## config.mk

```make
export PLATFORM = sky130hd
export DESIGN_NAME = hdmi_video_out
export DESIGN_NICKNAME = d
export VERILOG_FILES = /design/src/rtl/hdmi_video_out.sv
export SDC_FILE = /design/constraint.sdc
export NUM_CORES = 1
export LEC_CHECK = 0
export ABC_CLOCK_PERIOD_IN_PS = 8310
export BUFFER_PORTS_ARGS = -buffer_cell sky130_fd_sc_hd__buf_2
export CORE_MARGIN = 4
export CORE_UTILIZATION = 59
export DETAILED_ROUTE_END_ITERATION = 12
export PLACE_DENSITY = 0.95
export SYNTH_ARGS = -nofsm -noshare
export SYNTH_HDL_FRONTEND = slang
export SYNTH_SLANG_ARGS = --single-unit
```

## constraint.sdc

```tcl
create_clock -name i_clk -period 8.31 [get_ports i_clk]
set_input_delay 1.662 -clock i_clk [delete_from_list [all_inputs] [get_ports i_clk]]
set_output_delay 1.662 -clock i_clk [all_outputs]
set_load 0.005 [all_outputs]
```

## src/rtl/hdmi_video_out.sv

```systemverilog
// hdmi_video_out: 2-stage retiming output stage for the ADV7513 parallel RGB bus with raster measurement and lock detect.
// Optional per-frame CRC-16-CCITT of active pixels is built when HDMI_OUT_FRAME_CRC_EN is defined.
module hdmi_video_out #(
  parameter bit          HS_POL      = 1'b0,
  parameter bit          VS_POL      = 1'b0,
  parameter int unsigned LOCK_FRAMES = 2
) (
  input  logic        i_clk,
  input  logic        i_reset_n,
  input  logic        i_vga_hs,
  input  logic        i_vga_vs,
  input  logic        i_vga_de,
  input  logic [7:0]  i_vga_r,
  input  logic [7:0]  i_vga_g,
  input  logic [7:0]  i_vga_b,
  input  logic [11:0] i_exp_h_active,
  input  logic [11:0] i_exp_v_active,
  output logic        o_hdmi_hs,
  output logic        o_hdmi_vs,
  output logic        o_hdmi_de,
  output logic [23:0] o_hdmi_d,
  output logic [11:0] o_meas_h_total,
  output logic [11:0] o_meas_h_active,
  output logic [11:0] o_meas_v_total,
  output logic [11:0] o_meas_v_active,
  output logic        o_timing_locked,
  output logic        o_timing_err,
  output logic [15:0] o_frame_crc,
  output logic        o_frame_crc_valid
);

  typedef enum logic [1:0] {ST_SEARCH, ST_MEASURE, ST_LOCKED} state_t;

  localparam logic [3:0] LOCK_N = 4'(LOCK_FRAMES);

  logic        r_s1_hs, r_s1_vs, r_s1_de;
  logic [23:0] r_s1_rgb;
  logic        r_hs_prev, r_vs_prev;
  logic [11:0] r_pix_cnt, r_de_cnt, r_line_cnt, r_act_lines;
  state_t      r_state, w_state_nxt;
  logic [3:0]  r_match_cnt, w_match_cnt_nxt;
  logic        w_locked_nxt, w_err_nxt;
  logic        w_line_close, w_frame_close, w_has_de, w_match;
  logic [11:0] w_line_cnt_upd, w_act_upd, w_h_act_upd;

  function automatic logic [11:0] sat_inc(input logic [11:0] v);
    return (v == 12'hFFF) ? v : v + 12'd1;
  endfunction

  // Stage 1 captures the generator; prev copies of hs/vs idle high so reset never fakes an edge.
  always_ff @(posedge i_clk or negedge i_reset_n) begin
    if (!i_reset_n) begin
      r_s1_hs   <= 1'b1;
      r_s1_vs   <= 1'b1;
      r_s1_de   <= 1'b0;
      r_s1_rgb  <= '0;
      r_hs_prev <= 1'b1;
      r_vs_prev <= 1'b1;
    end else begin
      r_s1_hs   <= i_vga_hs;
      r_s1_vs   <= i_vga_vs;
      r_s1_de   <= i_vga_de;
      r_s1_rgb  <= {i_vga_r, i_vga_g, i_vga_b};
      r_hs_prev <= r_s1_hs;
      r_vs_prev <= r_s1_vs;
    end
  end

  always_ff @(posedge i_clk or negedge i_reset_n) begin
    if (!i_reset_n) begin
      o_hdmi_hs <= ~HS_POL;
      o_hdmi_vs <= ~VS_POL;
      o_hdmi_de <= 1'b0;
      o_hdmi_d  <= '0;
    end else begin
      o_hdmi_hs <= r_s1_hs ? ~HS_POL : HS_POL;
      o_hdmi_vs <= r_s1_vs ? ~VS_POL : VS_POL;
      o_hdmi_de <= r_s1_de;
      o_hdmi_d  <= r_s1_de ? r_s1_rgb : 24'h0;
    end
  end

  assign w_line_close  = r_hs_prev & ~r_s1_hs;
  assign w_frame_close = r_vs_prev & ~r_s1_vs;
  assign w_has_de      = w_line_close && (r_de_cnt != 12'd0);

  // Line close is folded in first so a coincident frame close sees the finished line.
  assign w_line_cnt_upd = w_line_close ? sat_inc(r_line_cnt) : r_line_cnt;
  assign w_act_upd      = w_has_de ? sat_inc(r_act_lines) : r_act_lines;
  assign w_h_act_upd    = w_has_de ? r_de_cnt : o_meas_h_active;
  assign w_match        = (w_h_act_upd == i_exp_h_active) && (w_act_upd == i_exp_v_active);

  always_ff @(posedge i_clk or negedge i_reset_n) begin
    if (!i_reset_n) begin
      r_pix_cnt       <= '0;
      r_de_cnt        <= '0;
      r_line_cnt      <= '0;
      r_act_lines     <= '0;
      o_meas_h_total  <= '0;
      o_meas_h_active <= '0;
      o_meas_v_total  <= '0;
      o_meas_v_active <= '0;
    end else begin
      if (w_line_close) begin
        o_meas_h_total <= r_pix_cnt;
        r_pix_cnt      <= 12'd1;
        r_de_cnt       <= '0;
      end else begin
        r_pix_cnt <= sat_inc(r_pix_cnt);
        if (r_s1_de) r_de_cnt <= sat_inc(r_de_cnt);
      end
      o_meas_h_active <= w_h_act_upd;
      if (w_frame_close) begin
        o_meas_v_total  <= w_line_cnt_upd;
        o_meas_v_active <= w_act_upd;
        r_line_cnt      <= '0;
        r_act_lines     <= '0;
      end else begin
        r_line_cnt  <= w_line_cnt_upd;
        r_act_lines <= w_act_upd;
      end
    end
  end

  always_ff @(posedge i_clk or negedge i_reset_n) begin
    if (!i_reset_n) begin
      r_state         <= ST_SEARCH;
      r_match_cnt     <= '0;
      o_timing_locked <= 1'b0;
      o_timing_err    <= 1'b0;
    end else begin
      r_state         <= w_state_nxt;
      r_match_cnt     <= w_match_cnt_nxt;
      o_timing_locked <= w_locked_nxt;
      o_timing_err    <= w_err_nxt;
    end
  end

  always_comb begin
    w_state_nxt     = r_state;
    w_match_cnt_nxt = r_match_cnt;
    w_locked_nxt    = o_timing_locked;
    w_err_nxt       = 1'b0;
    if (w_frame_close) begin
      case (r_state)
        ST_SEARCH: begin
          w_state_nxt     = ST_MEASURE;
          w_match_cnt_nxt = '0;
        end
        ST_MEASURE: begin
          if (w_match) begin
            w_match_cnt_nxt = r_match_cnt + 4'd1;
            if ((r_match_cnt + 4'd1) >= LOCK_N) begin
              w_state_nxt  = ST_LOCKED;
              w_locked_nxt = 1'b1;
            end
          end else begin
            w_match_cnt_nxt = '0;
          end
        end
        ST_LOCKED: begin
          if (!w_match) begin
            w_state_nxt     = ST_MEASURE;
            w_match_cnt_nxt = '0;
            w_locked_nxt    = 1'b0;
            w_err_nxt       = 1'b1;
          end
        end
        default: w_state_nxt = ST_SEARCH;
      endcase
    end
  end

`ifdef HDMI_OUT_FRAME_CRC_EN
  logic [15:0] r_crc_acc;
  logic        r_crc_armed;

  // 24 bits per pixel, MSB first, poly 0x1021.
  function automatic logic [15:0] crc16_px(input logic [15:0] c, input logic [23:0] d);
    logic [15:0] v;
    logic        fb;
    v = c;
    for (int i = 23; i >= 0; i--) begin
      fb = v[15] ^ d[i];
      v  = {v[14:0], 1'b0} ^ (fb ? 16'h1021 : 16'h0000);
    end
    return v;
  endfunction

  // The first frame close only arms publication; its partial frame is dropped.
  always_ff @(posedge i_clk or negedge i_reset_n) begin
    if (!i_reset_n) begin
      r_crc_acc         <= 16'hFFFF;
      r_crc_armed       <= 1'b0;
      o_frame_crc       <= '0;
      o_frame_crc_valid <= 1'b0;
    end else begin
      o_frame_crc_valid <= 1'b0;
      if (w_frame_close) begin
        r_crc_acc   <= 16'hFFFF;
        r_crc_armed <= 1'b1;
        if (r_crc_armed) begin
          o_frame_crc       <= r_crc_acc;
          o_frame_crc_valid <= 1'b1;
        end
      end else if (r_s1_de) begin
        r_crc_acc <= crc16_px(r_crc_acc, r_s1_rgb);
      end
    end
  end
`else
  assign o_frame_crc       = '0;
  assign o_frame_crc_valid = 1'b0;
`endif

endmodule
```

### Word level (Yosys, flattened, before mapping)

Index checks and enable logic that the tools add are counted.

* word-level logic and storage cells: 85
* bits of input ports: 53
* bits in registers: 160
* output and inout port bits: 94

* reduce and logical (&&, ||, !) cells: 11
* add/subtract/negate cells: 5
* mux-type cells: 29
* bitwise gates (word level): 4
* eq/ne operators: 13
* magnitude comparators: 1

Operator list (count)
* 12-bit 2-to-1 mux: 12
* 12-bit by 1-bit adder with 12-bit output, second input constant: 4
* 12-bit == test, second input constant: 4
* 12-bit == test: 2
* 24-bit 2-to-1 mux: 1
* 4-bit one-hot mux with 3 select lines: 1
* 12-bit nonzero test: 1
* 2-bit inequality test, second input constant: 5
* 1-bit 2-to-1 mux: 8
* 4-bit 2-to-1 mux: 2
* 2-bit 2-to-1 mux: 3
* 2-bit one-hot mux with 3 select lines: 1
* 5-bit AND reduction: 1
* 4-bit by 1-bit adder with 4-bit output, second input constant: 1
* 4-bit by 2-bit greater-or-equal comparator with 1-bit output, second input constant: 1
* 4-bit AND reduction: 1
* 2-bit nonzero test: 2
* 3-bit AND reduction: 1
* 3-bit nonzero test: 1
* 1-bit AND: 2
* 2-bit by 1-bit == test with 1-bit output, second input constant: 1
* 2-bit == test, second input constant: 1
* 1-bit logical AND: 2
* 2-bit logical NOT: 1
* other kinds (3): 4

### Longest topological paths before layout

Gate-level depths: netlist (run 1).

* depth in word-level cells: 9
* gate-level depth with buffers: 13
* depth with buffers taken out: 11

### Worst setup path after synthesis (run 1)

OpenSTA, ideal clock, no wires.

* kind: input-to-reg
* start: in i_exp_h_active[2]
* end: reg r_state[0]
* setup time: 0.125 ns
* cell stages on the path: 10
* path slack: 4.720 ns
* data arrival time: 3.465 ns
* cell sequence: nand2b_1 > o2111ai_1 > a222oi_1 > o32ai_1 > nor4_2 > nand4_1 > nor4_2 > buf_4 > o21ai_2 > mux2_4

* cells in the longest elaborated chain, start to end: 4

Ends and longest elaborated chain
* start, declared: line 16 `input logic [11:0] i_exp_h_active,`
* 12-bit == test *: line 91 `assign w_match = (w_h_act_upd == i_exp_h_active) && (w_act_upd == i_exp_v_active);`
* 1-bit logical AND *: line 91
* 2-bit inequality test (no line)
* 4-bit AND reduction (no line) *
* end signal, assigned: line 132 `r_state <= w_state_nxt;`
* end, declared: line 40 `state_t r_state, w_state_nxt;`

Every way passes the cells marked *; elsewhere a longest branch is shown, timed or not.
A chain may end at the register's enable or synchronous reset.

==> out/results.tsv, run 1 <==
stage	metric	value	unit
yosys	Commonest cells post-synth	154 x sky130_fd_sc_hd__dfrtp_1, 94 x sky130_fd_sc_hd__nand2_1, 73 x sky130_fd_sc_hd__nor2_1, 37 x sky130_fd_sc_hd__o21ai_0	
final_layout	number of inserted filler cells in the final layout	819	
die	initial core utilization	60.92	%
timing	slew at the pin closest to its max-slew limit	1.107	ns
yosys	post-synthesis cell type with the largest combined area	sky130_fd_sc_hd__dfrtp_1	
clock_tree	clock sink count	158	
detailed_routing	vias post-DR	5571	
timing	share of the cycle needed by the critical path after routing	56.43	%
pwr	sequential group share of total power	46.8	%
yosys	distinct cell type count after synthesis	60	
die	die height	117.3	um
pwr	P per Cell Area	228.0	mW/mm^2
final_layout	area delta synth->final	17.62	%
die	number of placement rows	39	
global_routing	global-route wire length before repair	27760	um
yosys	post-synthesis sequential area ratio	56.19	%
final_layout	total inserted antenna cells	0	
detailed_routing	Avg Vias per Cell	5.773	
worst_setup_path	timing startpoint of the critical path	o_hdmi_hs$_DFF_PN1_	
pwr	maximum ir drop on the vdd rail	0.2263	mV
clock_tree	hold bufs inserted after CTS	0	
global_routing	pin count of the biggest net entering global routing	83	
timing	normalized max-slew margin	25.88	%
pwr	cell-internal power	1.335	mW
yosys	count leader, synth	sky130_fd_sc_hd__dfrtp_1	
pwr	Clock power frac	39.7	%
timing	clock period minus final worst setup slack	4.689	ns
timing	tightest hold margin	0.3829	ns
timing	fin worst setup slack	3.621	ns
global_routing	overall track demand over capacity in global routing	26.30	%
clock_tree	post_cts resized	0	
worst_setup_path	CP Class	reg -> reg	
worst_setup_path	required arrival time at the worst endpoint	8.62	ns
worst_setup_path	arrival time at the worst endpoint	5.00	ns
die	total die area	0.01375	sq mm
pwr	overall power	1.890	mW
pwr	P_sw	554.0	uW
yosys	Synth async-reset ratio	100.0	%
yosys	mean post-synth cell area	10.24	sq um
detailed_routing	Starting DRT DRC Count	655	
worst_setup_path	critical-path maximum fanout	21	
timing	final hold violation count	0	
detailed_routing	number of remaining DRC errors	0	
clock_tree	clk root buf	sky130_fd_sc_hd__clkbuf_16	
timing	final-layout setup total negative slack	0	ns
die	overall die width	117.3	um
timing	skew final	0.005596	ns
worst_setup_path	kind of launch point of the worst setup path	flop	
die	area inside the core boundary	0.01156	sq mm
yosys	share of Yosys cell area claimed by the top area cell type	54.70	%
yosys	Mapped Area	0.007046	sq mm
final_layout	number of nets at the end of the flow	869	
global_routing	via count of the first global-routing pass	5626	
clock_tree	worst-skew pair later-pin latency	0.43	ns
placement	Detail Placement HPWL	11490	um
worst_setup_path	Setup crit end kind	flop	
timing	total of endpoints with negative setup slack in the final report	0	
placement	GPL Wtd Cong	0.9559	
yosys	number of synthesized flops with an enable pin	0	
run	max capacitance violation total	0	
hold_path	startpoint of the tightest hold check path	r_s1_vs$_DFF_PN1_	
clock_tree	post-CTS setup buffer count	0	
worst_setup_path	launch instance of the worst register-to-register path	o_hdmi_hs$_DFF_PN1_	
timing	max frequency	213.3	MHz
timing	number of max-slew violations in the final report	0	
hold_path	worst hold path class	reg -> reg	
global_routing	antenna violations before repair	1	
clock_tree	CTS max path bufs	2	
outcome	run status	finished, final reports clean	
pwr	combinational share of power	13.6	%
die	number of primary I/O pins	147	
clock_tree	Inserted Clock Buffers	17	
clock_tree	clock transition time at the flip-flop clock pins of the worst setup and hold paths	0.07	ns
clock_tree	TritonCTS clock tree	yes	
final_layout	final core utilization	71.65	%
yosys	number of synthesis warnings	0	
clock_tree	number of levels the H-tree was split into	4	
yosys	leading cell types by total area after synthesis	sky130_fd_sc_hd__dfrtp_1 55%, sky130_fd_sc_hd__nand2_1 5.0%, sky130_fd_sc_hd__nor2_1 3.9%	
pwr	switching share of total power	29.32	%
timing	RSZ-0062 raised after global routing	no	
detailed_routing	first-pass iteration count of the detailed router	5	
detailed_routing	number of nets still failing antenna checks after routing	0	
placement	count of port buffers added during placement	129	
yosys	count of state elements after synthesis	158	
yosys	number of instances in the synthesized netlist	688	
pwr	Static Leak	4.118	nW
hold_path	worst hold path stage count	0	
yosys	most used flip-flop cell after synthesis	sky130_fd_sc_hd__dfrtp_1	
detailed_routing	average detailed-routed wire length per instance	17.57	um
global_routing	GR Overflow Total	0	
worst_setup_path	number of cells on the worst reg-to-reg path	9	
final_layout	layout cells sized above 1	22.38	%
placement	Placement Setup Slack	3.788	ns
detailed_routing	Total Wirelength	16950	um
## final timing paths
check                                                to  slack [ns]
min in group asynchronous         o_hdmi_d[4]$_DFF_PN0_        1.27
max in group asynchronous  o_meas_h_active[5]$_DFF_PN0_        5.63
setup / recovery                 r_state[0]$_DFFE_PN0P_        3.62
hold reg to reg                     o_hdmi_vs$_DFF_PN1_        0.38
setup reg to reg                 r_state[0]$_DFFE_PN0P_        3.62
hold / removal                      o_hdmi_vs$_DFF_PN1_        0.38
## through the flow
step	area [sq um]	std cells
5_1_grt	8287	965
3_5_place_dp	7711	933
6_report	8287	965
3_3_place_gp	7711	933
2_1_floorplan	7106	704
4_1_cts	8287	965
## layout by cell type (no fill, tap or decap), types with 4 or more instances in the layout
cell type                   count
sky130_fd_sc_hd__nand3_1       25
sky130_fd_sc_hd__nor4_1         7
sky130_fd_sc_hd__and3_1         7
sky130_fd_sc_hd__clkbuf_16     17
sky130_fd_sc_hd__inv_1         18
sky130_fd_sc_hd__nor2b_1        6
sky130_fd_sc_hd__nor2_1        73
sky130_fd_sc_hd__dfstp_2        4
sky130_fd_sc_hd__dfrtp_1      154
sky130_fd_sc_hd__o21ai_0       37
sky130_fd_sc_hd__nand2b_1      17
sky130_fd_sc_hd__o221ai_1       4
sky130_fd_sc_hd__a21oi_1        7
sky130_fd_sc_hd__inv_8          4
sky130_fd_sc_hd__a22o_1         4
sky130_fd_sc_hd__xor2_1        27
sky130_fd_sc_hd__buf_2        128
sky130_fd_sc_hd__conb_1        17
sky130_fd_sc_hd__xnor2_1       25
sky130_fd_sc_hd__and4_1         4
sky130_fd_sc_hd__buf_4          5
sky130_fd_sc_hd__nor3_1        13
sky130_fd_sc_hd__and2_1        27
sky130_fd_sc_hd__inv_6          5
sky130_fd_sc_hd__a31oi_1        8
sky130_fd_sc_hd__ha_1           7
sky130_fd_sc_hd__nand2_1       94
sky130_fd_sc_hd__mux2i_1        8
sky130_fd_sc_hd__nand4_1       11
## cell families (layout without fill, tap and decap cells)
| logic type | Yosys count | count (layout) | synth area share [%] |
|---|---|---|---|
| compound gates | 90 | 90 | 8.489 |
| xor+xnor | 52 | 52 | 6.464 |
| fa+ha+maj | 7 | 7 | 1.243 |
| buf+inv | 66 | 184 | 4.830 |
| flops | 158 | 158 | 56.19 |
| mux | 10 | 10 | 1.509 |
| other cells | 1 | 17 | 0.05323 |
| simple gates | 304 | 304 | 21.22 |
## worst max-delay path, stage by stage (launching register included)
cell and delay (ns):
sky130_fd_sc_hd__dfstp_2 0.54, sky130_fd_sc_hd__nand2b_1 0.48, sky130_fd_sc_hd__a31oi_1 1.03, sky130_fd_sc_hd__nand3_1 0.43
sky130_fd_sc_hd__mux2i_1 0.23, sky130_fd_sc_hd__a221oi_1 0.31, sky130_fd_sc_hd__nand4_1 0.18, sky130_fd_sc_hd__nor4_2 0.83
sky130_fd_sc_hd__a21oi_1 0.22, sky130_fd_sc_hd__mux2_4 0.31
## routing by layer
metal,GRT usage (%),up-vias,share of wire (%)
met5,0,-,0.071
met3,7.198,54,7.8
li1,-,2536,-
met2,43.48,291,51
met1,32.75,2688,39
met4,11.09,2,2.7
## power by group through the flow
| stage | combinational, mW | clock (mW) | sequential, mW |
|---|---|---|---|
| 6_report | 0.257 | 0.749 | 0.883 |
| 4_1_cts | 0.258 | 0.758 | 0.882 |
| 3_5_place_dp | 0.251 | 0 | 0.894 |
| 5_1_grt | 0.285 | 0.798 | 0.892 |
| 2_1_floorplan | 0.162 | 0 | 0.881 |
| 3_3_place_gp | 0.240 | 0 | 0.890 |
## state kept, by name, summed over array words and instances, names as in the netlist, 4 cells and up
register,flops
o_hdmi_d,24
r_s1_rgb,24
o_meas_h_active,12
o_meas_h_total,12
o_meas_v_active,12
o_meas_v_total,12
r_act_lines,12
r_de_cnt,12
r_line_cnt,12
r_pix_cnt,12
r_match_cnt,4
## area by class of cell
| type | count | area, sq um | share of cell area (%) |
|---|---|---|---|
| flip-flops and latches | 158 | 3959 | 47.77 |
| multi-input cells | 480 | 2816 | 33.99 |
| repair buffers | 134 | 689.4 | 8.319 |
| clock buffers | 17 | 425.4 | 5.134 |
| well taps | 143 | 178.9 | 2.159 |
| clock inverters | 15 | 150.1 | 1.812 |
| inverters | 18 | 67.56 | 0.8153 |
Power figures use the tool's default switching activity.
==> run 2, diff against run 1 <==
ABC_CLOCK_PERIOD_IN_PS = 4900   (was 8310)
CORE_UTILIZATION = 55   (was 59)
PLACE_DENSITY = 0.92   (was 0.95)
clock period = 4.9 ns   (was 8.31 ns; I/O delays follow)
==> out/results.tsv, run 2 (same netlist as run 1, synthesis figures left out) <==
stage	metric	value	unit
global_routing	via count of the first global-routing pass	5081	
placement	count of port buffers added during placement	129	
global_routing	pin count of the biggest net entering global routing	109	
hold_path	worst hold path stage count	0	
timing	slew at the pin closest to its max-slew limit	0.9880	ns
worst_setup_path	kind of launch point of the worst setup path	flop	
clock_tree	clock sink count	158	
detailed_routing	vias post-DR	5375	
timing	skew final	0.007490	ns
global_routing	global-route wire length before repair	25240	um
clock_tree	clock transition time at the flip-flop clock pins of the worst setup and hold paths	0.07	ns
die	die height	121.2	um
clock_tree	clk root buf	sky130_fd_sc_hd__clkbuf_16	
timing	RSZ-0062 raised after global routing	no	
final_layout	multi-input combinational cell area	0.002816	sq mm
placement	placed inst area	0.007777	sq mm
clock_tree	Inserted Clock Buffers	17	
detailed_routing	first-pass iteration count of the detailed router	5	
timing	normalized max-slew margin	33.57	%
worst_setup_path	r2r setup slk	0.95	ns
hold_path	worst hold path class	reg -> reg	
die	overall die width	121.2	um
final_layout	number of inserted filler cells in the final layout	967	
timing	total of endpoints with negative setup slack in the final report	0	
global_routing	antenna violations before repair	2	
final_layout	final instance area	0.008367	sq mm
die	total die area	0.01468	sq mm
final_layout	most common cell after layout, fill and taps aside	sky130_fd_sc_hd__dfrtp_1	
final_layout	layout cells sized above 1	22.64	%
detailed_routing	Starting DRT DRC Count	449	
worst_setup_path	capturing point of the worst reg2reg path	r_state[0]$_DFFE_PN0P_	
clock_tree	hold bufs inserted after CTS	0	
clock_tree	TritonCTS clock tree	yes	
final_layout	area delta synth->final	18.75	%
die	area inside the core boundary	0.01257	sq mm
worst_setup_path	CP Class	reg -> reg	
worst_setup_path	critical path capture point	r_state[0]$_DFFE_PN0P_	
worst_setup_path	number of cells on the worst reg-to-reg path	12	
timing	fin worst setup slack	0.9506	ns
pwr	maximum ir drop on the vdd rail	0.2593	mV
worst_setup_path	arrival time at the worst endpoint	4.25	ns
run	max capacitance violation total	0	
die	number of placement rows	41	
global_routing	GR Overflow Total	0	
placement	GPL Wtd Cong	0.9207	
clock_tree	post-CTS setup buffer count	0	
timing	tightest hold margin	0.3775	ns
pwr	Static Leak	4.143	nW
clock_tree	post_cts resized	0	
detailed_routing	number of nets still failing antenna checks after routing	0	
timing	final-layout setup total negative slack	0	ns
outcome	run status	finished, final reports clean	
timing	clock period minus final worst setup slack	3.949	ns
worst_setup_path	Setup crit end kind	flop	
worst_setup_path	required arrival time at the worst endpoint	5.20	ns
detailed_routing	Avg Vias per Cell	5.380	
final_layout	largest registers	o_hdmi_d: 24 flops, r_s1_rgb: 24 flops	
global_routing	overall track demand over capacity in global routing	21.99	%
pwr	P per Cell Area	385.7	mW/mm^2
die	number of primary I/O pins	147	
timing	number of max-slew violations in the final report	0	
clock_tree	number of levels the H-tree was split into	4	
clock_tree	worst-skew pair later-pin latency	0.41	ns
timing	share of the cycle needed by the critical path after routing	80.60	%
final_layout	area taken by flip-flops and latches	0.003959	sq mm
final_layout	number of nets at the end of the flow	873	
placement	Detail Placement HPWL	11020	um
detailed_routing	average detailed-routed wire length per instance	15.63	um
final_layout	commonest cells after routing, fill and taps aside	154 x sky130_fd_sc_hd__dfrtp_1, 128 x sky130_fd_sc_hd__buf_2, 94 x sky130_fd_sc_hd__nand2_1	
worst_setup_path	timing startpoint of the critical path	r_de_cnt[0]$_DFFE_PN0P_	
die	initial core utilization	56.06	%
detailed_routing	Total Wirelength	15610	um
worst_setup_path	launch instance of the worst register-to-register path	r_de_cnt[0]$_DFFE_PN0P_	
timing	final hold violation count	0	
placement	Placement Setup Slack	1.165	ns
detailed_routing	number of remaining DRC errors	0	
clock_tree	CTS max path bufs	2	
timing	max frequency	253.2	MHz
worst_setup_path	critical-path maximum fanout	19	
==> run 2: worst min-delay path by stage <==
stage | to | start
finish | o_hdmi_vs$_DFF_PN1_ | r_s1_vs$_DFF_PN1_
global route | o_hdmi_vs$_DFF_PN1_ | r_s1_vs$_DFF_PN1_
CTS | o_hdmi_vs$_DFF_PN1_ | r_s1_vs$_DFF_PN1_
detailed placement | o_hdmi_vs$_DFF_PN1_ | r_s1_vs$_DFF_PN1_
global placement | o_hdmi_vs$_DFF_PN1_ | r_s1_vs$_DFF_PN1_
floorplan | o_hdmi_hs$_DFF_PN1_ | r_s1_hs$_DFF_PN1_
==> run 2: report_power, final <==
part | switching, mW | internal [mW] | leakage (nW)
clock network | 0.541 | 0.760 | 0.284
registers | 0.0874 | 1.41 | 2.08
logic | 0.247 | 0.186 | 1.78
==> run 2: metrics by stage <==
stage	power [mW]	instances	util, %
5_1_grt	3.378	999	66.57
3_3_place_gp	1.927	966	61.88
4_1_cts	3.245	998	66.55
3_5_place_dp	1.945	966	61.88
2_1_floorplan	1.769	704	-
6_report	3.227	999	66.57
==> run 2: layout make-up <==
| type | instances | area share, % |
|---|---|---|
| antenna | 1 | 0.02991 |
| clock buffer | 18 | 5.129 |
| clock inverter | 14 | 1.884 |
| inverter | 18 | 0.8075 |
| multi-input combinational | 480 | 33.66 |
| sequential | 158 | 47.32 |
| tap | 172 | 2.572 |
| timing repair buffer | 138 | 8.599 |
==> run 2: critical path: stages (launching register included) <==
cell	delay [ns]
sky130_fd_sc_hd__dfrtp_1	0.40
sky130_fd_sc_hd__inv_1	0.16
sky130_fd_sc_hd__ha_1	0.18
sky130_fd_sc_hd__or3b_2	0.50
sky130_fd_sc_hd__o31ai_4	0.68
sky130_fd_sc_hd__nor2_1	0.25
sky130_fd_sc_hd__mux2i_1	0.18
sky130_fd_sc_hd__a221oi_1	0.29
sky130_fd_sc_hd__nand4_1	0.24
sky130_fd_sc_hd__nor4_2	0.34
sky130_fd_sc_hd__buf_4	0.23
sky130_fd_sc_hd__a21oi_1	0.10
sky130_fd_sc_hd__mux2_4	0.29
==> run 2: layer usage <==
metal  wire [um]  GRT usage (%)  part of all wire [%]
met1        6753          29.48                    43
met2        7617          35.15                    49
met3         871          5.688                   5.6
met4         357          7.423                   2.3
met5          11              0                 0.070
==> run 3, diff against run 2 <==
ABC_AREA = 1   (was unset)
ABC_CLOCK_PERIOD_IN_PS = 3860   (was 4900)
clock period = 3.86 ns   (was 4.9 ns; I/O delays follow)
==> out/results.tsv, run 3 <==
stage	metric	value	unit
outcome	run status	finished, final reports clean	
timing	final-layout setup total negative slack	0	ns
run	max capacitance violation total	0	
worst_setup_path	launch instance of the worst register-to-register path	o_hdmi_hs$_DFF_PN1_	
timing	total of endpoints with negative setup slack in the final report	0	
pwr	maximum ir drop on the vdd rail	0.2725	mV
timing	slew at the pin closest to its max-slew limit	0.8646	ns
die	area inside the core boundary	0.01267	sq mm
yosys	distinct cell type count after synthesis	41	
global_routing	GR Overflow Total	0	
yosys	Synth async-reset ratio	100.0	%
final_layout	multi-input combinational cell area	0.002636	sq mm
timing	normalized max-slew margin	42.36	%
clock_tree	CTS max path bufs	2	
placement	count of port buffers added during placement	129	
yosys	most used flip-flop cell after synthesis	sky130_fd_sc_hd__dfrtp_1	
yosys	share of Yosys cell area claimed by the top area cell type	53.79	%
worst_setup_path	arrival time at the worst endpoint	3.15	ns
timing	fin worst setup slack	1.050	ns
die	number of primary I/O pins	147	
detailed_routing	Avg Vias per Cell	5.110	
yosys	Mapped Area	0.007164	sq mm
clock_tree	clk root buf	sky130_fd_sc_hd__clkbuf_16	
worst_setup_path	kind of launch point of the worst setup path	flop	
clock_tree	worst-skew pair later-pin latency	0.42	ns
timing	share of the cycle needed by the critical path after routing	72.80	%
worst_setup_path	timing startpoint of the critical path	o_hdmi_hs$_DFF_PN1_	
die	overall die width	122.1	um
yosys	post-synthesis sequential area ratio	55.26	%
yosys	count leader, synth	sky130_fd_sc_hd__nand2_1	
final_layout	number of nets at the end of the flow	1014	
detailed_routing	vias post-DR	5820	
global_routing	pin count of the biggest net entering global routing	91	
hold_path	worst hold path class	reg -> reg	
worst_setup_path	largest stage delay on the critical path	0.52	ns
yosys	count of state elements after synthesis	158	
timing	number of max-slew violations in the final report	0	
yosys	Commonest cells post-synth	241 x sky130_fd_sc_hd__nand2_1, 154 x sky130_fd_sc_hd__dfrtp_1, 99 x sky130_fd_sc_hd__inv_1, 61 x sky130_fd_sc_hd__nor2_1, 53 x sky130_fd_sc_hd__o21ai_0	
die	die height	122.1	um
yosys	leading cell types by total area after synthesis	sky130_fd_sc_hd__dfrtp_1 54%, sky130_fd_sc_hd__nand2_1 13%, sky130_fd_sc_hd__inv_1 5.2%	
global_routing	overall track demand over capacity in global routing	22.42	%
worst_setup_path	r2r setup slk	1.05	ns
final_layout	number of inserted filler cells in the final layout	999	
clock_tree	post_cts resized	0	
detailed_routing	number of remaining DRC errors	0	
timing	skew final	0.005851	ns
final_layout	most common cell after layout, fill and taps aside	sky130_fd_sc_hd__nand2_1	
global_routing	via count of the first global-routing pass	5601	
yosys	mean post-synth cell area	8.695	sq um
yosys	number of instances in the synthesized netlist	824	
final_layout	layout cells sized above 1	20.79	%
hold_path	startpoint of the tightest hold check path	r_s1_vs$_DFF_PN1_	
timing	clock period minus final worst setup slack	2.810	ns
timing	final hold violation count	0	
yosys	number of synthesized flops with an enable pin	0	
final_layout	fin cells	1139	
detailed_routing	first-pass iteration count of the detailed router	5	
placement	Detail Placement HPWL	11020	um
detailed_routing	Starting DRT DRC Count	452	
clock_tree	TritonCTS clock tree	yes	
worst_setup_path	critical-path maximum fanout	43	
yosys	number of synthesis warnings	0	
timing	max frequency	355.8	MHz
yosys	post-synthesis cell type with the largest combined area	sky130_fd_sc_hd__dfrtp_1	
placement	GPL Wtd Cong	0.9065	
final_layout	area taken by flip-flops and latches	0.003959	sq mm
clock_tree	Inserted Clock Buffers	17	
clock_tree	hold bufs inserted after CTS	0	
global_routing	antenna violations before repair	0	
detailed_routing	Total Wirelength	15880	um
worst_setup_path	number of cells on the worst reg-to-reg path	15	
worst_setup_path	capturing point of the worst reg2reg path	r_match_cnt[2]$_DFFE_PN0P_	
clock_tree	clock sink count	158	
worst_setup_path	kind of cell adding the most delay to the critical path	simple AND/OR/NAND/NOR gates	
pwr	overall power	4.417	mW
die	number of placement rows	41	
clock_tree	post-CTS setup buffer count	0	
final_layout	area delta synth->final	19.23	%
clock_tree	clock transition time at the flip-flop clock pins of the worst setup and hold paths	0.06	ns
hold_path	hold path endpoint	o_hdmi_vs$_DFF_PN1_	
die	total die area	0.01492	sq mm
global_routing	global-route wire length before repair	26260	um
final_layout	total inserted antenna cells	0	
worst_setup_path	Crit path buffers/inverters	3	
pwr	P per Cell Area	517.1	mW/mm^2
detailed_routing	number of nets still failing antenna checks after routing	0	
worst_setup_path	cell at the slowest stage of the critical path	sky130_fd_sc_hd__dfstp_2	
placement	Placed Cells	1107	
final_layout	commonest cells after routing, fill and taps aside	241 x sky130_fd_sc_hd__nand2_1, 154 x sky130_fd_sc_hd__dfrtp_1, 128 x sky130_fd_sc_hd__buf_2	
placement	placed inst area	0.007899	sq mm
worst_setup_path	most frequent cell on the critical path	sky130_fd_sc_hd__nand2_1	
worst_setup_path	required arrival time at the worst endpoint	4.20	ns
worst_setup_path	Setup crit end kind	flop	
final_layout	largest registers	o_hdmi_d: 24 flops, r_s1_rgb: 24 flops	
die	initial core utilization	56.54	%
placement	Placement Setup Slack	1.152	ns
clock_tree	number of levels the H-tree was split into	4	
final_layout	final instance area	0.008542	sq mm
worst_setup_path	CP Class	reg -> reg	
timing	RSZ-0062 raised after global routing	no	
worst_setup_path	critical path cell sequence	inv_1 > nor2_8 > inv_2 > buf_4 > a21oi_2 > nand3_1 > nand2_1 > nand2_1 > nand2_1 > nand3_1 > nor2_2 > nand4_1 > nand2_1 > nand2_1 > o21ai_1	
pwr	Static Leak	4.593	nW
hold_path	worst hold path stage count	0	
detailed_routing	average detailed-routed wire length per instance	13.94	um
==> run 3: logic make-up (layout without fill, tap and decap cells) <==
| group | after synthesis | count (layout) | synth area share, % |
|---|---|---|---|
| DFF | 158 | 158 | 55.26 |
| other | 1 | 17 | 0.05234 |
| and+or+nand+nor | 409 | 409 | 25.67 |
| muxes | 1 | 1 | 0.1397 |
| buffers and inverters | 142 | 269 | 8.784 |
| AOI/OAI and AO/OA | 92 | 92 | 7.160 |
| adders and majority gates | 7 | 7 | 1.222 |
| xor gates and xnor gates | 14 | 14 | 1.711 |
==> run 3: metal layers <==
metal / track usage (%) / wire [um]
met1: 28.25 / 6588
met2: 38.05 / 7952
met3: 3.853 / 889
met4: 10.15 / 452
met5: 0 / 0
==> run 3: how the worst max path moves through the flow <==
stage / to / slack (ns) / cells after the start
global placement: r_state[0]$_DFFE_PN0P_ / 1.27 / 16
finish: r_match_cnt[2]$_DFFE_PN0P_ / 1.05 / 15
floorplan: r_state[0]$_DFFE_PN0P_ / 1.74 / 16
global route: r_match_cnt[3]$_DFFE_PN0P_ / 0.74 / 15
CTS: r_match_cnt[2]$_DFFE_PN0P_ / 1.05 / 15
detailed placement: r_state[0]$_DFFE_PN0P_ / 1.15 / 16
==> run 3: cell type report <==
class	instances	area share, %
inverter	103	4.526
clock inverter	9	1.816
clock buffer	23	5.713
multi-input combinational	540	30.86
timing repair buffer	134	8.217
tap	172	2.519
sequential	158	46.35
==> run 3: through the flow <==
stage,utilization (%),hold slack [ns]
global placement,62.34,0.3564
global route,67.41,0.3762
finish,67.41,0.3656
detailed placement,62.34,0.3562
floorplan,-,0.3519
CTS,67.41,0.3665
==> run 3: where the power goes <==
part           total [mW]  internal, mW  switching [mW]  leakage (nW)
clock                1.80          1.15           0.647         0.314
sequential           1.94          1.82           0.118          2.06
combinational       0.682         0.249           0.432          2.22
